## src/rtl/march_response_analyzer_pkg.sv

```systemverilog
// march_response_analyzer_pkg: shared op encodings, controller states and default sizes.
package march_response_analyzer_pkg;
  localparam logic MARCH_OP_READ  = 1'b0;
  localparam logic MARCH_OP_WRITE = 1'b1;
  localparam int   RD_LAT_DEF     = 2;
  localparam int   FCW_DEF        = 8;
  typedef enum logic [1:0] {IDLE, RUN, DRAIN, DONE} state_t;
endpackage

```

## src/rtl/exp_data_pipe.sv

```systemverilog
// exp_data_pipe: DEPTH-deep valid/data delay line with synchronous flush of the valid bits.
module exp_data_pipe #(
  parameter int W     = 8,
  parameter int DEPTH = 2
) (
  input  logic         clk,
  input  logic         rst,
  input  logic         flush,
  input  logic         in_vld,
  input  logic [W-1:0] in_data,
  output logic         out_vld,
  output logic [W-1:0] out_data
);
  logic [DEPTH-1:0]   vld;
  logic [DEPTH*W-1:0] data;
  always_ff @(posedge clk or posedge rst)
    if (rst) begin
      vld  <= '0;
      data <= '0;
    end else begin
      vld  <= flush ? '0 : DEPTH'({vld, in_vld});
      data <= (DEPTH*W)'({data, in_data});
    end
  assign out_vld  = vld[DEPTH-1];
  assign out_data = data[DEPTH*W-1 -: W];
endmodule

```

## src/rtl/march_response_analyzer.sv

```systemverilog
// march_response_analyzer: issues march ops to memory and logs read mismatches.
// PMBIST_DIAG_LOG_EN enables first-fail address/syndrome capture.
module march_response_analyzer
  import march_response_analyzer_pkg::*;
#(
  parameter int DW     = 8,
  parameter int AW     = 10,
  parameter int RD_LAT = RD_LAT_DEF,
  parameter int FCW    = FCW_DEF
) (
  input  logic           clk,
  input  logic           rst,
  input  logic           ts_in,
  input  logic           te_in,
  input  logic           op_vld_in,
  input  logic           op_in,
  input  logic           pol_in,
  input  logic [AW-1:0]  addr_in,
  input  logic [DW-1:0]  bg_in,
  output logic           mem_ce,
  output logic           mem_we,
  output logic [AW-1:0]  mem_addr,
  output logic [DW-1:0]  mem_wdata,
  input  logic [DW-1:0]  mem_rdata,
  output logic           busy_out,
  output logic           done_out,
  output logic           fail_out,
  output logic [FCW-1:0] fail_cnt_out,
  output logic [AW-1:0]  ff_addr_out,
  output logic [DW-1:0]  ff_syn_out
);
`ifdef PMBIST_DIAG_LOG_EN
  localparam int PW = AW + DW;
`else
  localparam int PW = DW;
`endif
  state_t        state;
  logic [2:0]    drain_cnt;
  logic          issue;
  logic          x_vld;
  logic [PW-1:0] pipe_in;
  logic [PW-1:0] x_data;
  logic [DW-1:0] x_exp;
  logic          mis;
  assign issue    = state == RUN && op_vld_in;
  assign busy_out = state == RUN || state == DRAIN;
  assign done_out = state == DONE;
`ifdef PMBIST_DIAG_LOG_EN
  assign pipe_in = {mem_addr, mem_wdata};
`else
  assign pipe_in = mem_wdata;
`endif
  // entries enter from the registered mem_ce cycle so they exit with mem_rdata
  exp_data_pipe #(.W(PW), .DEPTH(RD_LAT)) u_pipe (
    .clk     (clk),
    .rst     (rst),
    .flush   (ts_in),
    .in_vld  (mem_ce && mem_we == MARCH_OP_READ),
    .in_data (pipe_in),
    .out_vld (x_vld),
    .out_data(x_data)
  );
  assign x_exp = x_data[DW-1:0];
  assign mis   = x_vld && mem_rdata != x_exp;
  always_ff @(posedge clk or posedge rst)
    if (rst) begin
      state        <= IDLE;
      drain_cnt    <= '0;
      mem_ce       <= 1'b0;
      mem_we       <= 1'b0;
      mem_addr     <= '0;
      mem_wdata    <= '0;
      fail_out     <= 1'b0;
      fail_cnt_out <= '0;
    end else if (ts_in) begin
      state        <= RUN;
      drain_cnt    <= '0;
      mem_ce       <= 1'b0;
      mem_we       <= 1'b0;
      fail_out     <= 1'b0;
      fail_cnt_out <= '0;
    end else begin
      mem_ce <= issue;
      mem_we <= issue && op_in == MARCH_OP_WRITE;
      if (issue) begin
        mem_addr  <= addr_in;
        mem_wdata <= pol_in ? ~bg_in : bg_in;
      end
      if (state == RUN && te_in) begin
        state     <= DRAIN;
        drain_cnt <= 3'(RD_LAT + 1);
      end
      if (state == DRAIN) begin
        drain_cnt <= drain_cnt - 3'd1;
        if (drain_cnt == 3'd1) state <= DONE;
      end
      if (mis) begin
        fail_out     <= 1'b1;
        fail_cnt_out <= fail_cnt_out + FCW'(fail_cnt_out != '1);
      end
    end
`ifdef PMBIST_DIAG_LOG_EN
  always_ff @(posedge clk or posedge rst)
    if (rst) begin
      ff_addr_out <= '0;
      ff_syn_out  <= '0;
    end else if (ts_in) begin
      ff_addr_out <= '0;
      ff_syn_out  <= '0;
    end else if (mis && !fail_out) begin
      ff_addr_out <= x_data[PW-1:DW];
      ff_syn_out  <= x_exp ^ mem_rdata;
    end
`else
  assign ff_addr_out = '0;
  assign ff_syn_out  = '0;
`endif
endmodule
```

## config.mk

```make
export PLATFORM = sky130hd
export DESIGN_NAME = march_response_analyzer
export DESIGN_NICKNAME = d
export VERILOG_FILES = /design/src/rtl/march_response_analyzer_pkg.sv /design/src/rtl/exp_data_pipe.sv /design/src/rtl/march_response_analyzer.sv
export SDC_FILE = /design/constraint.sdc
export NUM_CORES = 1
export LEC_CHECK = 0
export ABC_AREA = 1
export BUFFER_PORTS_ARGS = -buffer_cell sky130_fd_sc_hd__buf_2
export CAP_MARGIN = 20
export CORE_MARGIN = 1
export CORE_UTILIZATION = 40
export CTS_BUF_LIST = sky130_fd_sc_hd__clkbuf_8
export DETAILED_ROUTE_END_ITERATION = 10
export PLACE_DENSITY = 0.66
export SYNTH_ARGS = -nofsm -noshare
export SYNTH_HDL_FRONTEND = slang
export SYNTH_SLANG_ARGS = --single-unit
```

## constraint.sdc

```tcl
create_clock -name clk -period 5.19 [get_ports clk]
set_input_delay 0.2595 -clock clk [delete_from_list [all_inputs] [get_ports clk]]
set_output_delay 0.2595 -clock clk [all_outputs]
set_load 0.005 [all_outputs]
```

* Word level (Yosys, flattened, before mapping)
Cells that the tools add are included.
Storage, ports and cells: bits in registers 52, bits of input ports 33, output and inout port bits 49, word-level logic and storage cells 45
Operators by class: add/subtract/negate cells 2, equal/unequal tests 6, muxes and demuxes 15, bitwise operators 3, reductions and logical operators 9
Operator list (number):
- two-way mux 8 bit | 3
- two-way mux 2 bit | 5
- two-way mux 3 bit | 3
- adder 8 x 1 -> 8 bit | 1
- != test 8 bit | 1
- != test 8 bit, second input constant | 1
- inverter 8 bit | 1
- logical AND 1 bit | 5
- == test 2 bit, second input constant | 2
- two-way mux 1 bit | 4
- == test 3 x 1 -> 1 bit, second input constant | 1
- nonzero test 3 bit | 1
- subtractor 3 x 1 -> 3 bit, second input constant | 1
- == test 2 x 1 -> 1 bit, second input constant | 1
- inverter 1 bit | 2
- AND reduction 2 bit | 1
- nonzero test 2 bit | 1
- logical OR 1 bit | 1

* Logic depth before layout (Yosys ltp)
Gate-level depths: netlist of run 1.
depth in word-level cells 6, gate-level depth with buffers 12, mapped depth without buffers 12

* By module
A second synthesis of run 1 with hierarchy kept.
Second synthesis, totals: cell total of the unflattened synthesis 274, area total of the unflattened synthesis 2523.7 um^2
Modules (own cells, without submodules):
- march_response_analyzer | times used 1, cells an instance 243, area an instance 1994.4 um^2, sequential area each 850.8 um^2
- exp_data_pipe | times used 1, cells an instance 31, area an instance 529.3 um^2, sequential area each 450.4 um^2

* Least setup slack after synthesis of run 1
No wires, ideal clock.
path type register -> register, start register fail_cnt_out[3], end register fail_cnt_out[4], setup time 0.118 ns, arrival time 1.830 ns, data required time 5.072 ns, slack 3.242 ns, stages on the path, launching flop included 13, buffers on the path 0, period minus slack after synthesis 1.948 ns, cell sequence dfrtp_1 -> nand2_2 -> or4_1 -> ha_1 -> ha_1 -> nand2_1 -> inv_1 -> nand2_1 -> nand2_1 -> o21ai_0 -> inv_1 -> nand4_1 -> nand2_1
On the way: word-level cells in the longest chain between the ends 4
Ends and longest elaborated chain:
- from (decl) | RTL line march_response_analyzer.sv:28 | output logic [FCW-1:0] fail_cnt_out,
- from (signal assigned) | RTL line march_response_analyzer.sv:99 | fail_cnt_out <= fail_cnt_out + FCW'(fail_cnt_out != '1);
- != test 8 bit | RTL line march_response_analyzer.sv:99
- adder 8 x 1 -> 8 bit (*) | RTL line march_response_analyzer.sv:99
- two-way mux 8 bit (*) | RTL line march_response_analyzer.sv:97 | if (mis) begin
- two-way mux 8 bit (*) | RTL line march_response_analyzer.sv:75 | end else if (ts_in) begin
Every way passes the cells marked *; elsewhere a longest branch is shown, timed or not. The select of a mux whose other input is x is not followed. A chain may end at the register's enable or synchronous reset.

* Final worst setup path of run 1
Same ends and word-level chain as after synthesis.

==> flow_summary.toml, run 1 <==
[pwr]
total_leakage_power_nw = 1.64
peakVddDrop_mv = 0.176
power.share.switching = 0.278
combinationalPowerShare = 0.181
power.internal_mw = 0.714
switching_power_mw = 0.276
cellPowerDensity_nw_per_um2 = 343
part_of_the_power_in_registers = 0.540
clkPwrFrac = 0.279

[hold_path]
worstHoldPathType = "in2reg"

[floorplanning]
dieWidth_microns = 80.2
ioPinCount = 82
area_of_the_die_sq_um = 6430
initial_utilization = 0.413
floorplan.rows = 28
coreArea_sq_um = 5920
floorplan.die.height_microns = 80.2

[logic_synthesis]
mapped_cells = 269
seq_area_frac_synth = 0.532
synth.area.top_cells = "sky130_fd_sc_hd__dfrtp_1 53%, sky130_fd_sc_hd__nand2_1 13%, sky130_fd_sc_hd__buf_4 5.5%"
synth_edf_count = 0
synth-async-reset-ratio = 1.00
post_synth_instance_area_sq_um = 2440
synth_area_per_cell_sq_um = 9.09
synth_warn = 0
synth_ff_type = "sky130_fd_sc_hd__dfrtp_1"
netlist.top_cell.by_area = "sky130_fd_sc_hd__dfrtp_1"
synth.distinct_cells = 27
number_of_synthesized_register_bits = 52
synthDominantCellAreaShare = 0.532

[grt]
vias_in_the_first_global_route = 1702
grt_start_max_net_pins = 53
antenna_found_initial = 0
gr-usage-all-layers = 0.153
grt.overflow.total = 0
grt_pass1_wl_microns = 7480

[timing]
hold_ws_ns = 0.141
period_share = 0.407
setup_total_negative_slack_ns = 0
hold_viol_final = 0
period_needed_ns = 2.11
timing.final.setup_violations = 0
fmax_mhz = 473
timing.clock.skew_ns = 0.00668
setup_repair_after_global_routing_missed_its_margin = "false"
finalMaxSlewViolations = 0

[placement]
place_congestion = 0.835
io_buffer_count = 63
place.detailed.hpwl_microns = 3160
placed_cells = 399

[cells_and_area]
layout.cells.non_filler = 409
final_nets = 374
multi_input_comb_area_sq_um = 920
area.sequential_sq_um = 1300
layout-drive-gt1-share = 0.240
fillCellCount = 581
syn_to_final_growth_pct = 18.0
antenna_cells_inserted = 0

[setup_path]
timing.critical_path.from_type = "flip-flop"
timing.setup.critical_path_class = "reg2reg"
worst_path_arrival_ns = 2.31
critical_path.cell_chain = "nand2_2 -> or4_1 -> ha_1 -> ha_1 -> nand2_1 -> inv_1 -> nand2_1 -> nand2_1 -> o21ai_0 -> inv_1 -> nand4_1 -> nand2_1"
cpLargestDelayFamily = "simple AND/OR/NAND/NOR gates"
critical_path_peak_fanout = 6
worstSetupEndpointType = "flip-flop"
required_ns = 5.38
timing.critical_path.slowest_stage_cell = "sky130_fd_sc_hd__or4_1"
timing.critical_path.slowest_cell_delay_ns = 0.49
crit_path_frequent_cell = "sky130_fd_sc_hd__nand2_1"
cp.buffers_inverters = 2

[clock_network]
max-clock-path-buffers = 2
total_setup_buffers_inserted_after_cts = 0
clk_pin_slew_worst_paths_ns = 0.10
tritoncts_clock_tree = "done"
tritoncts_num_sinks = 52
cts_htree_levels = 2
numCtsBuffers = 5
clock_insertion_delay_worst_skew_ns = 0.30
cts-hold-fix-buffers = 0
post_cts.resized_instances = 0
clock_tree.root_cell = "sky130_fd_sc_hd__clkbuf_8"

[detailed_routing]
totalWireLength_microns = 4440
first_pass_iters = 4
detailroute.via_count = 1790
route.detailed.drc = 0
antenna_left = 0
drt-initial-drc-count = 71
detailed_route_wire_length_per_cell_microns = 10.9
vias_per_cell = 4.38

[flow_run]
drv.max_cap_violation_count = 0

[outcome]
run_status = "complete, no violations"
-- synth_stat cells, types with 2 or more instances --
| master | n |
|---|---|
| sky130_fd_sc_hd__dfrtp_1 | 52 |
| sky130_fd_sc_hd__a21oi_1 | 4 |
| sky130_fd_sc_hd__buf_2 | 4 |
| sky130_fd_sc_hd__nand3_1 | 9 |
| sky130_fd_sc_hd__o21ai_0 | 13 |
| sky130_fd_sc_hd__nand3b_1 | 2 |
| sky130_fd_sc_hd__nand2_4 | 2 |
| sky130_fd_sc_hd__nand2_1 | 83 |
| sky130_fd_sc_hd__xor2_1 | 2 |
| sky130_fd_sc_hd__buf_4 | 18 |
| sky130_fd_sc_hd__inv_2 | 2 |
| sky130_fd_sc_hd__xnor2_1 | 11 |
| sky130_fd_sc_hd__nor2_2 | 2 |
| sky130_fd_sc_hd__inv_1 | 28 |
| sky130_fd_sc_hd__ha_1 | 8 |
| sky130_fd_sc_hd__nor2_1 | 10 |
| sky130_fd_sc_hd__nand4_1 | 9 |
-- flip-flops by register name (all words and copies together) (netlist names) --
signal and count:
mem_addr 10, fail_cnt_out 8, fail_out 1, drain_cnt 3
mem_ce 1, u_pipe.vld 2, u_pipe.data 16, state 2
mem_wdata 8, mem_we 1
-- kinds of logic after synthesis --
family | share of synthesized area
compound gates | 0.0404
fa+ha+maj | 0.0409
simple gates | 0.221
buf+inv | 0.118
other cells | 0.00153
xor+xnor | 0.0466
flops | 0.532
-- power groups by stage --
stage                     clock (mW)  combinational [mW]  sequential, mW
after global routing           0.301               0.208           0.545
after floorplan                    0               0.113           0.536
after global placement             0               0.177           0.537
final                          0.277               0.179           0.534
after CTS                      0.285               0.181           0.536
after detailed placement           0               0.182           0.542
-- area by class of cell --
| cell class | count | share of cell area |
|---|---|---|
| clock inverters | 3 | 0.0148 |
| well taps | 75 | 0.0325 |
| multi-input cells | 179 | 0.319 |
| flip-flops and latches | 52 | 0.451 |
| repair buffers | 65 | 0.120 |
| clock buffers | 5 | 0.0239 |
| inverters | 30 | 0.0390 |
-- per-layer routing --
metal  GRT usage  vias to the layer above  part of all wire
met5           0                        -                 0
met4      0.0518                        0            0.0077
met3      0.0477                        4             0.062
met2       0.256                       65              0.46
met1       0.186                      797              0.47
li1            -                      924                 -
-- path summary, 6_finish.rpt --
path,startpoint,end,slack [ns],depth (start not counted)
hold reg to reg,u_pipe.data[2],u_pipe.data[10],0.36,0
setup reg to reg,fail_cnt_out[3],fail_cnt_out[4],3.08,12
min in group asynchronous,rst,mem_wdata[5],0.49,3
max in group asynchronous,rst,fail_cnt_out[1],4.18,4
hold / removal,addr_in[0],mem_addr[0],0.14,3
setup / recovery,fail_cnt_out[3],fail_cnt_out[4],3.08,12
-- metrics by stage --
| stage | cell area [sq um] | utilization | total power, mW | setup WS (ns) |
|---|---|---|---|---|
| after global routing | 2880 | 0.487 | 1.05 | 2.90 |
| after floorplan | 2510 | - | 0.648 | 3.24 |
| after global placement | 2740 | 0.463 | 0.714 | 3.19 |
| final | 2880 | 0.487 | 0.990 | 3.08 |
| after CTS | 2850 | 0.482 | 1.00 | 3.08 |
| after detailed placement | 2740 | 0.463 | 0.724 | 3.09 |
-- layout by cell type, fill, tap and decap left out --
cell                            Yosys  final
sky130_fd_sc_hd__nand2_1           83     83
sky130_fd_sc_hd__buf_2              4     63
sky130_fd_sc_hd__dfrtp_1           52     52
sky130_fd_sc_hd__inv_1             28     28
sky130_fd_sc_hd__conb_1             1     18
sky130_fd_sc_hd__o21ai_0           13     13
sky130_fd_sc_hd__xnor2_1           11     11
sky130_fd_sc_hd__nor2_1            10     10
sky130_fd_sc_hd__nand4_1            9      9
sky130_fd_sc_hd__nand3_1            9      9
sky130_fd_sc_hd__ha_1               8      8
sky130_fd_sc_hd__clkbuf_8           0      5
sky130_fd_sc_hd__a21oi_1            4      4
sky130_fd_sc_hd__inv_2              2      3
sky130_fd_sc_hd__nor2_2             2      2
sky130_fd_sc_hd__nand2_4            2      2
sky130_fd_sc_hd__xor2_1             2      2
sky130_fd_sc_hd__nand3b_1           2      2
sky130_fd_sc_hd__nand3_4            1      1
sky130_fd_sc_hd__nand2_2            1      1
sky130_fd_sc_hd__or4_1              1      1
sky130_fd_sc_hd__o221ai_1           1      1
sky130_fd_sc_hd__o21ai_1            1      1
sky130_fd_sc_hd__nor3b_1            1      1
sky130_fd_sc_hd__bufinv_16          0      1
sky130_fd_sc_hd__inv_6              0      1
sky130_fd_sc_hd__dlygate4sd3_1      0      1
sky130_fd_sc_hd__buf_12             0      1
-- worst register-to-register path, cell delays in order, from the launching register on --
cell                      delay (ns)
sky130_fd_sc_hd__dfrtp_1        0.45
sky130_fd_sc_hd__nand2_2        0.12
sky130_fd_sc_hd__or4_1          0.49
sky130_fd_sc_hd__ha_1           0.23
sky130_fd_sc_hd__ha_1           0.20
sky130_fd_sc_hd__nand2_1        0.10
sky130_fd_sc_hd__inv_1          0.06
sky130_fd_sc_hd__nand2_1        0.05
sky130_fd_sc_hd__nand2_1        0.05
sky130_fd_sc_hd__o21ai_0        0.06
sky130_fd_sc_hd__inv_1          0.05
sky130_fd_sc_hd__nand4_1        0.08
sky130_fd_sc_hd__nand2_1        0.07
No activity file was read; power rests on OpenSTA's default activity.
==> run 2, diff against run 1 <==
==> constraint.sdc (replaced) <==
create_clock -name clk -period 2.1 [get_ports clk]
set_input_delay 0.105 -clock clk [delete_from_list [all_inputs] [get_ports clk]]
set_output_delay 0.105 -clock clk [all_outputs]
set_load 0.005 [all_outputs]
==> flow_summary.toml, run 2 (synthesized netlist as in run 1, its figures left out) <==
[outcome]
run_status = "complete, no violations"

[grt]
grt_start_max_net_pins = 31
gr-usage-all-layers = 0.165
vias_in_the_first_global_route = 1911
grt_pass1_wl_microns = 8190
antenna_found_initial = 0
grt.overflow.total = 0

[floorplanning]
initial_utilization = 0.413
area_of_the_die_sq_um = 6430
floorplan.rows = 28
ioPinCount = 82
dieWidth_microns = 80.2
floorplan.die.height_microns = 80.2
coreArea_sq_um = 5920

[pwr]
combinationalPowerShare = 0.197
peakVddDrop_mv = 0.422
power.internal_mw = 1.66
part_of_the_power_in_registers = 0.557
clkPwrFrac = 0.246
total_power_mw = 2.36
cellPowerDensity_nw_per_um2 = 776
power.share.switching = 0.296
switching_power_mw = 0.699
total_leakage_power_nw = 1.71

[timing]
setup_total_negative_slack_ns = 0
period_share = 0.935
finalMaxSlewViolations = 0
timing.clock.skew_ns = 0.00838
period_needed_ns = 1.96
timing.final.setup_violations = 0
slew_headroom = 0.596
fmax_mhz = 510
hold_viol_final = 0
setup_repair_after_global_routing_missed_its_margin = "false"
tightest_slew_ns = 0.606

[cells_and_area]
post-route-util = 0.514
fillCellCount = 579
registers.top_by_ff_count = "u_pipe.data"
layout-drive-gt1-share = 0.266
largest_register_ffs = 16
multi_input_comb_area_sq_um = 938
antenna_cells_inserted = 0
syn_to_final_growth_pct = 24.5
mostFrequentLayoutCell = "sky130_fd_sc_hd__nand2_1"
area.sequential_sq_um = 1300
final_design_area_no_fill_sq_um = 3040
layout_top_registers = "u_pipe.data: 16 flops, mem_addr: 10 flops"
final_nets = 393
layout_common_cells = "82 x sky130_fd_sc_hd__nand2_1, 63 x sky130_fd_sc_hd__buf_2, 50 x sky130_fd_sc_hd__dfrtp_1"

[detailed_routing]
met1_length_microns = 2080
antenna_left = 0
wl_met2_microns = 2290
first_pass_iters = 4
top_layer_in_use = "met4"
route.detailed.drc = 0
dr_wl_met3_microns = 320
detailroute.via_count = 1891
detailed_route_wire_length_per_cell_microns = 11.0
drt-initial-drc-count = 83
totalWireLength_microns = 4710
vias_per_cell = 4.42

[clock_network]
max-clock-path-buffers = 2
numCtsBuffers = 5
clk_pin_slew_worst_paths_ns = 0.10
clock_tree.root_cell = "sky130_fd_sc_hd__clkbuf_8"
cts_htree_levels = 2
clock_insertion_delay_worst_skew_ns = 0.31
tritoncts_clock_tree = "done"
tritoncts_num_sinks = 52

[setup_path]
crit_start = "fail_cnt_out[4]"
required_ns = 2.31
critical_path_peak_fanout = 4
startpoint_of_the_worst_slack_reg_to_reg_timing_path = "fail_cnt_out[4]"
worst_path_arrival_ns = 2.17
worstSetupEndpointType = "flip-flop"
timing.critical_path.from_type = "flip-flop"
timing.setup.critical_path_class = "reg2reg"

[hold_path]
hp-start = "ts_in"
worstHoldPathType = "in2reg"

[placement]
io_buffer_count = 63
place_congestion = 0.840
placed_inst_area_sq_um = 2780
place.detailed.hpwl_microns = 3250

[flow_run]
drv.max_cap_violation_count = 0
## run 2: cell count changes in the layout (fill, tap and decap cells not counted), sizes merged
cell         previous run  this run
buf                    64        72
bufinv                  1         0
inv                    32        31
clkinv                  0         2
dlygate4sd3             1        12
## run 2: per-stage QoR
stage | hold slack, ns | worst slack, ns | instances
after global routing | 0.0631 | 0.00461 | 428
final | 0.0548 | 0.137 | 428
after CTS | 0.0520 | 0.0687 | 424
after global placement | 0.219 | 0.139 | 404
after detailed placement | 0.223 | 0.0930 | 404
after floorplan | 0.168 | 0.152 | 286
## run 2: final timing paths
| kind | endpoint | slack [ns] | depth (start not counted) |
|---|---|---|---|
| max in group asynchronous | mem_addr[6] | 1.01 | 4 |
| min | u_pipe.vld[1] | 0.05 | 2 |
| max reg2reg | fail_cnt_out[4] | 0.14 | 12 |
| max | fail_cnt_out[4] | 0.14 | 12 |
| min reg2reg | u_pipe.data[13] | 0.35 | 0 |
| min in group asynchronous | mem_wdata[0] | 0.40 | 3 |
## run 2: critical path, stage by stage (launching register included)
cell	delay, ns
sky130_fd_sc_hd__dfrtp_1	0.41
sky130_fd_sc_hd__nand2_2	0.10
sky130_fd_sc_hd__or4_4	0.50
sky130_fd_sc_hd__ha_4	0.18
sky130_fd_sc_hd__ha_1	0.19
sky130_fd_sc_hd__nand2_2	0.08
sky130_fd_sc_hd__inv_1	0.05
sky130_fd_sc_hd__nand2_1	0.05
sky130_fd_sc_hd__nand2_1	0.04
sky130_fd_sc_hd__o21ai_0	0.06
sky130_fd_sc_hd__inv_1	0.05
sky130_fd_sc_hd__nand4_1	0.08
sky130_fd_sc_hd__nand2_1	0.06
## run 2: final cells by class
class / count / share of cell area
clock buffer: 5 / 0.0226
clock inverter: 3 / 0.00740
inverter: 30 / 0.0370
multi-input combinational: 179 / 0.308
sequential: 52 / 0.428
tap: 75 / 0.0308
timing repair buffer: 84 / 0.165
## run 2: routing by layer
metal	global-route usage	up-vias
met3	0.0545	2
met4	0.0464	0
met1	0.189	863
li1	-	964
met5	0	-
met2	0.291	62
## run 2: power groups by stage
stage	clock network, mW	logic (mW)	registers, mW
detailed placement	0	0.454	1.33
CTS	0.603	0.471	1.32
floorplan	0	0.279	1.32
global placement	0	0.440	1.33
finish	0.581	0.464	1.32
global route	0.649	0.538	1.34
## run 2: what timing repair did
item | in CTS | in global routing
hold buffers | 12 | 0
setup buffers | 0 | 4
setup endpoints to repair | 0 | 2
resized for setup | 0 | 6
endpoints found under the hold margin | 39 | 0
